===== config.mk =====
export PLATFORM = sky130hd
export DESIGN_NAME = ro_measure_sched
export DESIGN_NICKNAME = d
export VERILOG_FILES = /design/src/rtl/ro_puf_pkg.sv /design/src/rtl/ro_measure_sched.sv
export SDC_FILE = /design/constraint.sdc
export NUM_CORES = 1
export LEC_CHECK = 0
export ABC_AREA = 0
export CORE_MARGIN = 2
export CORE_UTILIZATION = 45
export CTS_CLUSTER_SIZE = 14
export DETAILED_ROUTE_END_ITERATION = 10
export PLACE_DENSITY = 0.62
export SETUP_SLACK_MARGIN = 0.02
export SYNTH_ARGS = -nofsm -noshare
export SYNTH_HDL_FRONTEND = slang
export SYNTH_SLANG_ARGS = --single-unit

===== constraint.sdc =====
create_clock -name count_clk -period 6 [get_ports count_clk]
set_input_delay 0.6 -clock count_clk [delete_from_list [all_inputs] [get_ports count_clk]]
set_output_delay 0.6 -clock count_clk [all_outputs]
set_load 0.05 [all_outputs]

===== src/rtl/ro_puf_pkg.sv =====
// Shared widths, defaults and FSM state type for the ring-oscillator PUF
// measurement scheduler.
package ro_puf_pkg;

    localparam int unsigned NUM_RO_DEF = 9;
    localparam int unsigned CNT_W      = 16;
    localparam int unsigned CHAL_W     = 8;
    localparam int unsigned RO_CHAL_W  = 6;

    typedef enum logic [2:0] {
        IDLE    = 3'd0,
        CLEAR   = 3'd1,
        MEASURE = 3'd2,
        SYNC    = 3'd3,
        CAPTURE = 3'd4,
        DONE    = 3'd5
    } ro_state_t;

endpackage


===== src/rtl/ro_measure_sched.sv =====
// Sequences NUM_RO ring oscillators through clear/measure/settle/capture and
// derives the PUF response by comparing neighbouring edge counts.
module ro_measure_sched
    import ro_puf_pkg::*;
#(
    parameter int unsigned      NUM_RO   = NUM_RO_DEF,
    parameter logic [CNT_W-1:0] WINDOW   = 16'hFFFF,
    parameter int unsigned      SYNC_CYC = 3
) (
    input  logic                       count_clk,
    input  logic                       reset,
    input  logic                       start,
    input  logic [CHAL_W-1:0]          challenge,
    output logic [RO_CHAL_W-1:0]       ro_challenge,
    output logic [$clog2(NUM_RO)-1:0]  ro_sel,
    output logic                       ro_en,
    output logic                       cnt_clear,
    input  logic [CNT_W-1:0]           cnt_value,
    output logic [NUM_RO-2:0]          response,
    output logic                       busy,
    output logic                       done
);

    localparam int unsigned SEL_W = $clog2(NUM_RO);

    ro_state_t               state, state_nxt;
    logic [CNT_W-1:0]        tmr, tmr_nxt;
    logic [SEL_W-1:0]        sel_nxt;
    logic [RO_CHAL_W-1:0]    chal_nxt;
    logic [NUM_RO-2:0]       resp_nxt;
    logic [NUM_RO-2:0]       cmp;
    logic                    cap_en;
    logic                    last_ro;
    logic [CNT_W-1:0]        result [NUM_RO];
    logic                    unused_chal_hi;

    // Only the low challenge bits steer the oscillators.
    assign unused_chal_hi = ^challenge[CHAL_W-1:RO_CHAL_W];

    assign last_ro = (ro_sel == SEL_W'(NUM_RO - 1));

    // Neighbour comparison; the last oscillator's count is still on cnt_value
    // in the cycle the response is registered.
    always_comb begin
        cmp = '0;
        for (int unsigned i = 1; i < NUM_RO; i++) begin
            if (i == NUM_RO - 1) begin
                cmp[i-1] = (cnt_value > result[i-1]);
            end else begin
                cmp[i-1] = (result[i] > result[i-1]);
            end
        end
    end

    // Next-state and datapath next values.
    always_comb begin
        state_nxt = state;
        tmr_nxt   = tmr;
        sel_nxt   = ro_sel;
        chal_nxt  = ro_challenge;
        resp_nxt  = response;
        cap_en    = 1'b0;
        case (state)
            IDLE, DONE: begin
                if (start) begin
                    state_nxt = CLEAR;
                    sel_nxt   = '0;
                    chal_nxt  = challenge[RO_CHAL_W-1:0];
                    resp_nxt  = '0;
                end
            end
            CLEAR: begin
                state_nxt = MEASURE;
                tmr_nxt   = '0;
            end
            MEASURE: begin
                if (tmr == CNT_W'(WINDOW - 16'd1)) begin
                    state_nxt = SYNC;
                    tmr_nxt   = '0;
                end else begin
                    tmr_nxt = tmr + CNT_W'(1);
                end
            end
            SYNC: begin
                if (tmr == CNT_W'(SYNC_CYC - 1)) begin
                    state_nxt = CAPTURE;
                    tmr_nxt   = '0;
                end else begin
                    tmr_nxt = tmr + CNT_W'(1);
                end
            end
            CAPTURE: begin
                cap_en = 1'b1;
                if (last_ro) begin
                    state_nxt = DONE;
                    resp_nxt  = cmp;
                end else begin
                    state_nxt = CLEAR;
                    sel_nxt   = ro_sel + SEL_W'(1);
                end
            end
            default: begin
                state_nxt = IDLE;
            end
        endcase
    end

    // State register.
    always_ff @(posedge count_clk or posedge reset) begin
        if (reset) begin
            state <= IDLE;
        end else begin
            state <= state_nxt;
        end
    end

    // Registered outputs decoded from the state being entered.
    always_ff @(posedge count_clk or posedge reset) begin
        if (reset) begin
            tmr          <= '0;
            ro_sel       <= '0;
            ro_challenge <= '0;
            response     <= '0;
            ro_en        <= 1'b0;
            cnt_clear    <= 1'b0;
            busy         <= 1'b0;
            done         <= 1'b0;
        end else begin
            tmr          <= tmr_nxt;
            ro_sel       <= sel_nxt;
            ro_challenge <= chal_nxt;
            response     <= resp_nxt;
            ro_en        <= (state_nxt == MEASURE);
            cnt_clear    <= (state_nxt == CLEAR);
            busy         <= (state_nxt != IDLE) && (state_nxt != DONE);
            done         <= (state_nxt == DONE);
        end
    end

    // Per-oscillator capture store.
    always_ff @(posedge count_clk or posedge reset) begin
        if (reset) begin
            for (int unsigned i = 0; i < NUM_RO; i++) begin
                result[i] <= '0;
            end
        end else if (cap_en) begin
            result[ro_sel] <= cnt_value;
        end
    end

endmodule


==> results of run 1 <==
==> flip-flops by register name (all words and copies together) (netlist names), 3 cells and up <==
name and cells:
result 128, tmr 16, response 8, ro_challenge 6, ro_sel 4, state 3
==> cells in the final DEF, fill, tap and decap left out, drive strengths merged, types with 4 or more instances in the layout <==
cell             n
ha             134
a21o            22
clkbuf          17
mux2           121
nand2           51
nor2            29
o21ai           17
a31oi            6
nor2b            7
nand3           18
nand4           30
a22oi            5
o21bai           8
a2111oi          4
and4             5
clkdlybuf4s50   46
and3             7
xor2            15
nor3             8
inv            147
a21oi           75
nor4             8
mux2i            8
dfrtp          169
==> cell type report <==
cell class              count  area [um^2]  area share
repair buffers             49          483      0.0428
well taps                 280          350      0.0311
clock buffers              17          425      0.0377
clock inverters            15          155      0.0138
flip-flops and latches    169         4230       0.375
inverters                 139          527      0.0467
multi-input cells         597         5100       0.453
==> cells by family after synthesis <==
family / after synthesis / share of synthesized area
compound gates: 146 / 0.0906
flops: 169 / 0.425
xor+xnor: 16 / 0.0141
buf+inv: 157 / 0.0627
mux: 129 / 0.145
simple gates: 172 / 0.0947
fa+ha+maj: 134 / 0.168
==> per-layer routing <==
metal / GRT usage / vias up / share of wire
li1: - / 3328 / -
met4: 0.0450 / 0 / 0.012
met5: 0 / - / 0
met2: 0.281 / 65 / 0.46
met3: 0.0330 / 18 / 0.028
met1: 0.248 / 3231 / 0.50
==> power breakdown <==
group          switching (mW)  internal [mW]  total (mW)
Sequential              0.127           1.30        1.42
Combinational           0.519          0.380       0.899
Clock                   0.503          0.589        1.09
==> through the flow <==
stage / hold WS (ns) / power [mW] / cells
after floorplan: 0.479 / 2.09 / 923
after global placement: 0.457 / 2.32 / 1234
after detailed placement: 0.466 / 2.35 / 1234
after CTS: 0.487 / 3.46 / 1266
after global routing: 0.507 / 3.63 / 1266
final: 0.481 / 3.41 / 1266
==> cell usage after synthesis (5+ instances only) <==
cell      count  area [um^2]
a21o_1       22          165
a21oi_1      75          375
a22oi_1       5         37.5
a31oi_1       5         31.3
and3_1        7         43.8
and4_1        5         43.8
buf_2        10         50.1
dfrtp_1     169         4230
ha_1        134         1680
inv_1       137          514
mux2_2      119         1340
mux2i_1       8         80.1
nand2_1      42          158
nand2_2       8         50.1
nand3_1      18         90.1
nand4_1      30          188
nor2_1       29          109
nor2b_1       7         43.8
nor3_1        8         40.0
nor4_1        6         37.5
o21ai_0      17         85.1
o21bai_1      8         60.1
xor2_1       15          131
==> worst max-delay path: stages, from the launching register on <==
cell and delay, ns:
dfrtp_1 0.45, inv_1 0.11, ha_1 0.25, nand3b_1 0.15, nand4b_1 0.65, and2_1 0.63, a2111oi_2 0.44, a21oi_1 0.11
==> worst min path at each step <==
stage,startpoint,to,slack [ns],cells past startpoint
CTS,ro_challenge[5],ro_challenge[5],0.49,2
floorplan,result[138],result[138],0.48,1
global placement,ro_challenge[4],ro_challenge[4],0.46,2
detailed placement,ro_challenge[1],ro_challenge[1],0.47,2
global route,ro_challenge[5],ro_challenge[5],0.51,2
finish,ro_challenge[5],ro_challenge[5],0.48,2
==> impl_metrics.tcl, run 1 <==
set metrics [dict create \
    status "completed" \
    fmax_mhz 342 \
    cts_setup_buffers 0 \
    grt.total_usage 0.176 \
    synth.distinct_cells 48 \
    initial_core_util 0.458 \
    r2r_start "ro_sel[0]" \
    endpoint_kind "flop" \
    cp_max_fo 16 \
    ant_nets 0 \
    synthArstFlopShare 1.00 \
    yosysSeqAreaShare 0.425 \
    synth.net_count 1084 \
    r2r_end "response[4]" \
    clock_latency_ns 0.43 \
    critical_path.startpoint "ro_sel[0]" \
    synth_area_um2 9960 \
    fin_area_um2 11300 \
    rsz0062_at_grt "no" \
    cts_tree "done" \
    grt_pass1_wl_mm 33.2 \
    drc 0 \
    fp-row-count 54 \
    yosys_register_bits 169 \
    place_area_um2 10700 \
    critical_path.startpoint_type "flop" \
    fin_worst_skew_ns 0.0104 \
    cts_resized 0 \
    cts_made_buffers 17 \
    nets 1134 \
    routabilityCongestion 0.792 \
    maxSlewHeadroom 0.485 \
    total_leakage_power_nw 5.65 \
    critical_path_required_ns 6.30 \
    grt-ovfl-total 0 \
    report.final.slew_viol_count 0 \
    setup_ws_ns 3.07 \
    die_area_um2 23300 \
    cts_root_buffer "clkbuf_16" \
    num-fill-cells 1960 \
    synth-edff-count 0 \
    die_w_um 153 \
    antenna_found_initial 0 \
    avgRoutedWirePerCell_um 15.7 \
    vias 6642 \
    drt_iter0_drc 284 \
    htree_levels 4 \
    r2r_setup_slack_ns 3.07 \
    place.detailed.hpwl_mm 15.1 \
    wl_mm 19.8 \
    clock_path_buffers 2 \
    ys.flop_type "dfrtp_1" \
    die_h_um 153 \
    synth_warnings 0 \
    p_per_area_nw_per_um2 303 \
    irDropWorstVdd_mv 0.221 \
    dp_worst_setup_slack_ns 3.07 \
    critPathKind "flop to flop" \
    synthToLayoutAreaGrowth_pct 13.2 \
    avgSynthCellArea_um2 10.8 \
    first_pass_iters 4 \
    fin_crit_ns 2.93 \
    min-delay-path-class "flop to flop" \
    fin_setup_tns_ns 0 \
    post-route-period-util 0.488 \
    crit_arrival_ns 3.22 \
    first_global_vias 6480 \
    final_layout_size_suffix_gt1_frac 0.176 \
    hold_viol_final 0 \
    crit_end "response[4]" \
    hold_buffers 0 \
    netlist_instances 923 \
    maxCapViolations 0 \
    diodes 0 \
    vias_per_cell 5.25 \
    io_buffer_count 46 \
    grt_start_max_net_pins 72 \
    clock-sinks 169 \
    rr_worst_depth 7 \
    ios 49 \
    clk_pin_slew_ns 0.07 \
    final_util 0.518 \
    worst_pin_slew_ns 0.772 \
    setup_viol 0 \
    core_um2 21800 \
]
Power figures use the tool's default switching activity.
==> inputs of run 2 (changes only) <==
--- a/config.mk
+++ b/config.mk
@@ -10,7 +10,7 @@
 export CORE_UTILIZATION = 45
 export CTS_CLUSTER_SIZE = 14
 export DETAILED_ROUTE_END_ITERATION = 10
-export PLACE_DENSITY = 0.62
+export PLACE_DENSITY = 0.65
 export SETUP_SLACK_MARGIN = 0.02
 export SYNTH_ARGS = -nofsm -noshare
 export SYNTH_HDL_FRONTEND = slang
==> constraint.sdc (replaced) <==
create_clock -name count_clk -period 2.45 [get_ports count_clk]
set_input_delay 0.245 -clock count_clk [delete_from_list [all_inputs] [get_ports count_clk]]
set_output_delay 0.245 -clock count_clk [all_outputs]
set_load 0.05 [all_outputs]
==> run 2 against run 1 <==
Against the previous run:
- register-to-register slack got worse by 2.7 ns
- clock skew fell by 0.0039 ns
- count of clock-buffer cells in the layout rose by 2
- non-clock buffer count rose by 20
- fmax rose by 39%
- highest routed layer unchanged
- critical endpoint unchanged
- utilization rose by 1.0 points
- final cell count rose by 1.5%
- clock power rose to 2.6 times the previous value
- global-route usage rose by 1.0 points
- sequential share of layout area fell by 0.73 points
- final area rose by 2.0%
==> impl_metrics.tcl, run 2 (synthesis results as in run 1) <==
set metrics [dict create \
    critical_path_required_ns 2.75 \
    most-common-layout-cells "169 x dfrtp_1, 136 x inv_1, 134 x ha_1" \
    p_total_mw 8.57 \
    hold_buffers 0 \
    path_cells "inv_1 > ha_1 > nand3b_1 > nand4b_1 > and2_1 > a2111oi_2 > a21oi_1" \
    hold_viol_final 0 \
    io_buffer_count 46 \
    drc 0 \
    fp-row-count 54 \
    place.detailed.hpwl_mm 15.9 \
    maxCapViolations 0 \
    top_regs "result (128), tmr (16), response (8)" \
    diodes 0 \
    min-delay-path-class "input port to asynchronous set/reset pin" \
    die_h_um 153 \
    clock_path_buffers 2 \
    initial_core_util 0.458 \
    core_um2 21800 \
    first_pass_iters 4 \
    cp_max_fo 8 \
    first_global_vias 6900 \
    ios 49 \
    fin_worst_skew_ns 0.00651 \
    fmax_mhz 475 \
    drt_iter0_drc 239 \
    critPathKind "flop to flop" \
    p_per_area_nw_per_um2 745 \
    wl_mm 20.6 \
    post-route-period-util 0.858 \
    endpoint_kind "flop" \
    vias 6760 \
    ant_nets 0 \
    synthToLayoutAreaGrowth_pct 15.5 \
    die_area_um2 23300 \
    final_layout_size_suffix_gt1_frac 0.190 \
    cts_tree "done" \
    grt-ovfl-total 0 \
    clk_pin_slew_ns 0.07 \
    vias_per_cell 5.26 \
    gr-usage-met2 0.305 \
    report.final.slew_viol_count 0 \
    cp_top_family "simple AND/OR/NAND/NOR gates" \
    fin_crit_ns 2.10 \
    die_w_um 153 \
    regMostFlops "result" \
    cts_root_buffer "clkbuf_16" \
    nets 1154 \
    status "completed" \
    grt.total_usage 0.186 \
    clock_latency_ns 0.42 \
    cp_num_buf_inv 1 \
    critical_path.startpoint_type "flop" \
    total_leakage_power_nw 5.77 \
    cts_made_buffers 17 \
    slowest_delay_ns 0.44 \
    cts_resized 0 \
    rsz0062_at_grt "no" \
    mostFrequentLayoutCell "dfrtp_1" \
    irDropWorstVdd_mv 0.567 \
    routabilityCongestion 0.780 \
    grt_pass1_wl_mm 34.8 \
    antenna_found_initial 0 \
    htree_levels 4 \
    slowest_stage "dfrtp_1" \
    grt_start_max_net_pins 43 \
    largest_reg_flops 128 \
    clock-sinks 169 \
    crit_arrival_ns 2.40 \
    met1_usage 0.256 \
    maxSlewHeadroom 0.547 \
    cts_setup_buffers 0 \
    fin_setup_tns_ns 0 \
    setup_viol 0 \
    avgRoutedWirePerCell_um 16.0 \
    grt-busiest-layer "met2" \
    worst_pin_slew_ns 0.678 \
    use_met3 0.0404 \
]
## run 2: worst paths after layout
kind,endpoint,startpoint,slack (ns),cells past startpoint
worst max register to register,response[4],ro_sel[0],0.35,7
min in group count_clk,ro_challenge[1],challenge[1],0.35,3
max in group asynchronous,ro_challenge[5],reset,1.50,3
worst min register to register,ro_challenge[2],ro_challenge[2],0.48,2
worst min-delay path,result[24],reset,0.27,2
worst max-delay path,response[4],ro_sel[0],0.35,7
## run 2: area by class of cell
type	instances	area (um^2)
fill	1960	10300
multi-input combinational	597	5100
sequential	169	4230
timing repair buffer	69	683
inverter	139	526
clock buffer	19	433
tap	280	350
clock inverter	12	174
## run 2: metal layers
layer  share of wire  routed length, um
met3           0.025                520
met2            0.48               9840
met5               0                  0
met4          0.0081                166
met1            0.49              10100
## run 2: stage by stage
| step | cell area, um^2 | hold WS, ns | setup WS (ns) | util | instances |
|---|---|---|---|---|---|
| after floorplan | 9960 | 0.350 | 0.0503 | - | 923 |
| after global placement | 10900 | 0.457 | 0.212 | 0.501 | 1254 |
| after detailed placement | 10900 | 0.467 | 0.164 | 0.501 | 1254 |
| after CTS | 11500 | 0.280 | 0.322 | 0.529 | 1285 |
| after global routing | 11500 | 0.292 | 0.145 | 0.529 | 1285 |
| final | 11500 | 0.271 | 0.347 | 0.529 | 1285 |
## run 2: report_power, final
group          leakage (nW)  switching (mW)  total (mW)  internal (mW)
clock network         0.285            1.13        2.83           1.70
registers              2.04           0.304        3.48           3.18
logic                  3.44            1.29        2.27          0.976
==> inputs of run 3 (changes only) <==
--- a/config.mk
+++ b/config.mk
@@ -6,7 +6,7 @@
 export NUM_CORES = 1
 export LEC_CHECK = 0
 export ABC_AREA = 0
-export CORE_MARGIN = 2
+export CORE_MARGIN = 4
 export CORE_UTILIZATION = 45
 export CTS_CLUSTER_SIZE = 14
 export DETAILED_ROUTE_END_ITERATION = 10
==> run 3 against run 2 <==
Against the previous run:
- sequential share of layout area shrank 0.12 points
- combinational power is essentially flat
- critical path depth is the same
- count of clock-buffer cells in the layout grew 4
==> impl_metrics.tcl, run 3 (synthesis results as in run 1) <==
set metrics [dict create \
    min-delay-path-class "input port to asynchronous set/reset pin" \
    diodes 0 \
    cts_made_buffers 17 \
    hold_viol_final 0 \
    final_layout_size_suffix_gt1_frac 0.192 \
    maxCapViolations 0 \
    path_cells "inv_1 > ha_1 > nand3b_1 > nand4b_1 > and2_2 > a2111oi_2 > a21oi_1" \
    critical_path.startpoint_type "flop" \
    setup_ws_ns 0.317 \
    vias 6766 \
    setup_viol 0 \
    grt.total_usage 0.187 \
    place.detailed.hpwl_mm 16.4 \
    drt_iter0_drc 247 \
    grt_start_max_net_pins 54 \
    die_area_um2 24600 \
    cts_setup_buffers 0 \
    p_per_area_nw_per_um2 749 \
    report.final.slew_viol_count 0 \
    crit_arrival_ns 2.43 \
    fin_crit_ns 2.13 \
    fmax_mhz 469 \
    clock_latency_ns 0.43 \
    drc 0 \
    irDropWorstVdd_mv 0.540 \
    regMostFlops "result" \
    first_pass_iters 6 \
    slowest_delay_ns 0.44 \
    cts_root_buffer "clkbuf_16" \
    status "completed" \
    fin_worst_skew_ns 0.00906 \
    slowest_stage "dfrtp_1" \
    initial_core_util 0.456 \
    r2r_end "response[4]" \
    fin_setup_tns_ns 0 \
    endpoint_kind "flop" \
    worst_pin_slew_ns 0.653 \
    nets 1157 \
    die_h_um 157 \
    most-common-layout-cells "169 x dfrtp_1, 136 x inv_1, 134 x ha_1" \
    ant_nets 0 \
    avgRoutedWirePerCell_um 16.6 \
    ios 49 \
    largest_reg_flops 128 \
    grt_pass1_wl_mm 36.1 \
    clock_path_buffers 2 \
    vias_per_cell 5.26 \
    top_regs "result (128), tmr (16), response (8)" \
    num-fill-cells 1959 \
    final_util 0.529 \
    r2r_setup_slack_ns 0.32 \
    p_total_mw 8.64 \
    cp_max_fo 16 \
    post-route-period-util 0.871 \
    cts_tree "done" \
    routabilityCongestion 0.810 \
    clock-sinks 169 \
    core_um2 21800 \
    critPathKind "flop to flop" \
    rr_worst_depth 7 \
    hold_buffers 0 \
    first_global_vias 7010 \
    total_leakage_power_nw 5.80 \
    mostFrequentLayoutCell "dfrtp_1" \
    maxSlewHeadroom 0.554 \
    clk_pin_slew_ns 0.06 \
    grt-ovfl-total 0 \
    critical_path_required_ns 2.75 \
    r2r_start "ro_sel[0]" \
    antenna_found_initial 0 \
    htree_levels 4 \
    dp_worst_setup_slack_ns 0.155 \
    die_w_um 157 \
    synthToLayoutAreaGrowth_pct 15.8 \
    rsz0062_at_grt "no" \
    io_buffer_count 46 \
    fp-row-count 54 \
    wl_mm 21.4 \
]
## run 3: cell types whose count changed in the layout (fill, tap and decap cells not counted), moves of 2 or more
cell | previous run | this run
clkbuf_8 | 0 | 3
clkinvlp_4 | 5 | 2
clkinv_2 | 3 | 1
buf_4 | 19 | 22
## run 3: routing by layer
metal | wire, um | global-route usage | part of all wire | vias up
met5 | 0 | 0 | 0 | -
met4 | 214 | 0.0430 | 0.010 | 0
met3 | 908 | 0.0376 | 0.042 | 14
met2 | 10200 | 0.308 | 0.47 | 88
met1 | 10100 | 0.256 | 0.47 | 3290
li1 | - | - | - | 3374
## run 3: worst max path at each step
stage,startpoint,end,cells past startpoint
after floorplan,reset,busy,1
after global placement,cnt_value[14],response[7],7
after detailed placement,cnt_value[14],response[7],7
after CTS,ro_sel[0],response[7],7
after global routing,ro_sel[0],response[6],7
final,ro_sel[0],response[4],7
## run 3: power by group
part           internal [mW]  switching, mW
combinational          0.985           1.31
clock                   1.78           1.10
sequential              3.18          0.295
total                   5.94           2.70
## run 3: layout make-up
cell class,count,area (um^2),area share
Clock inverter,7,141,0.0123
Sequential cell,169,4230,0.367
Clock buffer,23,478,0.0414
Timing Repair Buffer,72,706,0.0612
Tap cell,280,350,0.0304
Inverter,139,526,0.0456
Multi-Input combinational cell,597,5110,0.443
## run 3: what timing repair did
item	CTS	global route
setup endpoints to repair	0	3
gates resized for setup	0	1
hold endpoints to repair	0	0
## run 3: stage by stage
step           cell area, um^2  cells  hold slack (ns)
2_1_floorplan             9960    923            0.350
3_3_place_gp             10900   1257            0.457
3_5_place_dp             10900   1257            0.466
4_1_cts                  11500   1287            0.198
5_1_grt                  11500   1287            0.216
6_report                 11500   1287            0.198
## run 3: worst max-delay path, delay by kind of cell (launching register included)
kind	cells	cell delay (ns)
AND/OR/NAND/NOR	3	0.71
adder cells (fa/ha/maj)	1	0.23
AO/OA/AOI/OAI	2	0.52
flip-flops	1	0.44
buffers and inverters	1	0.10
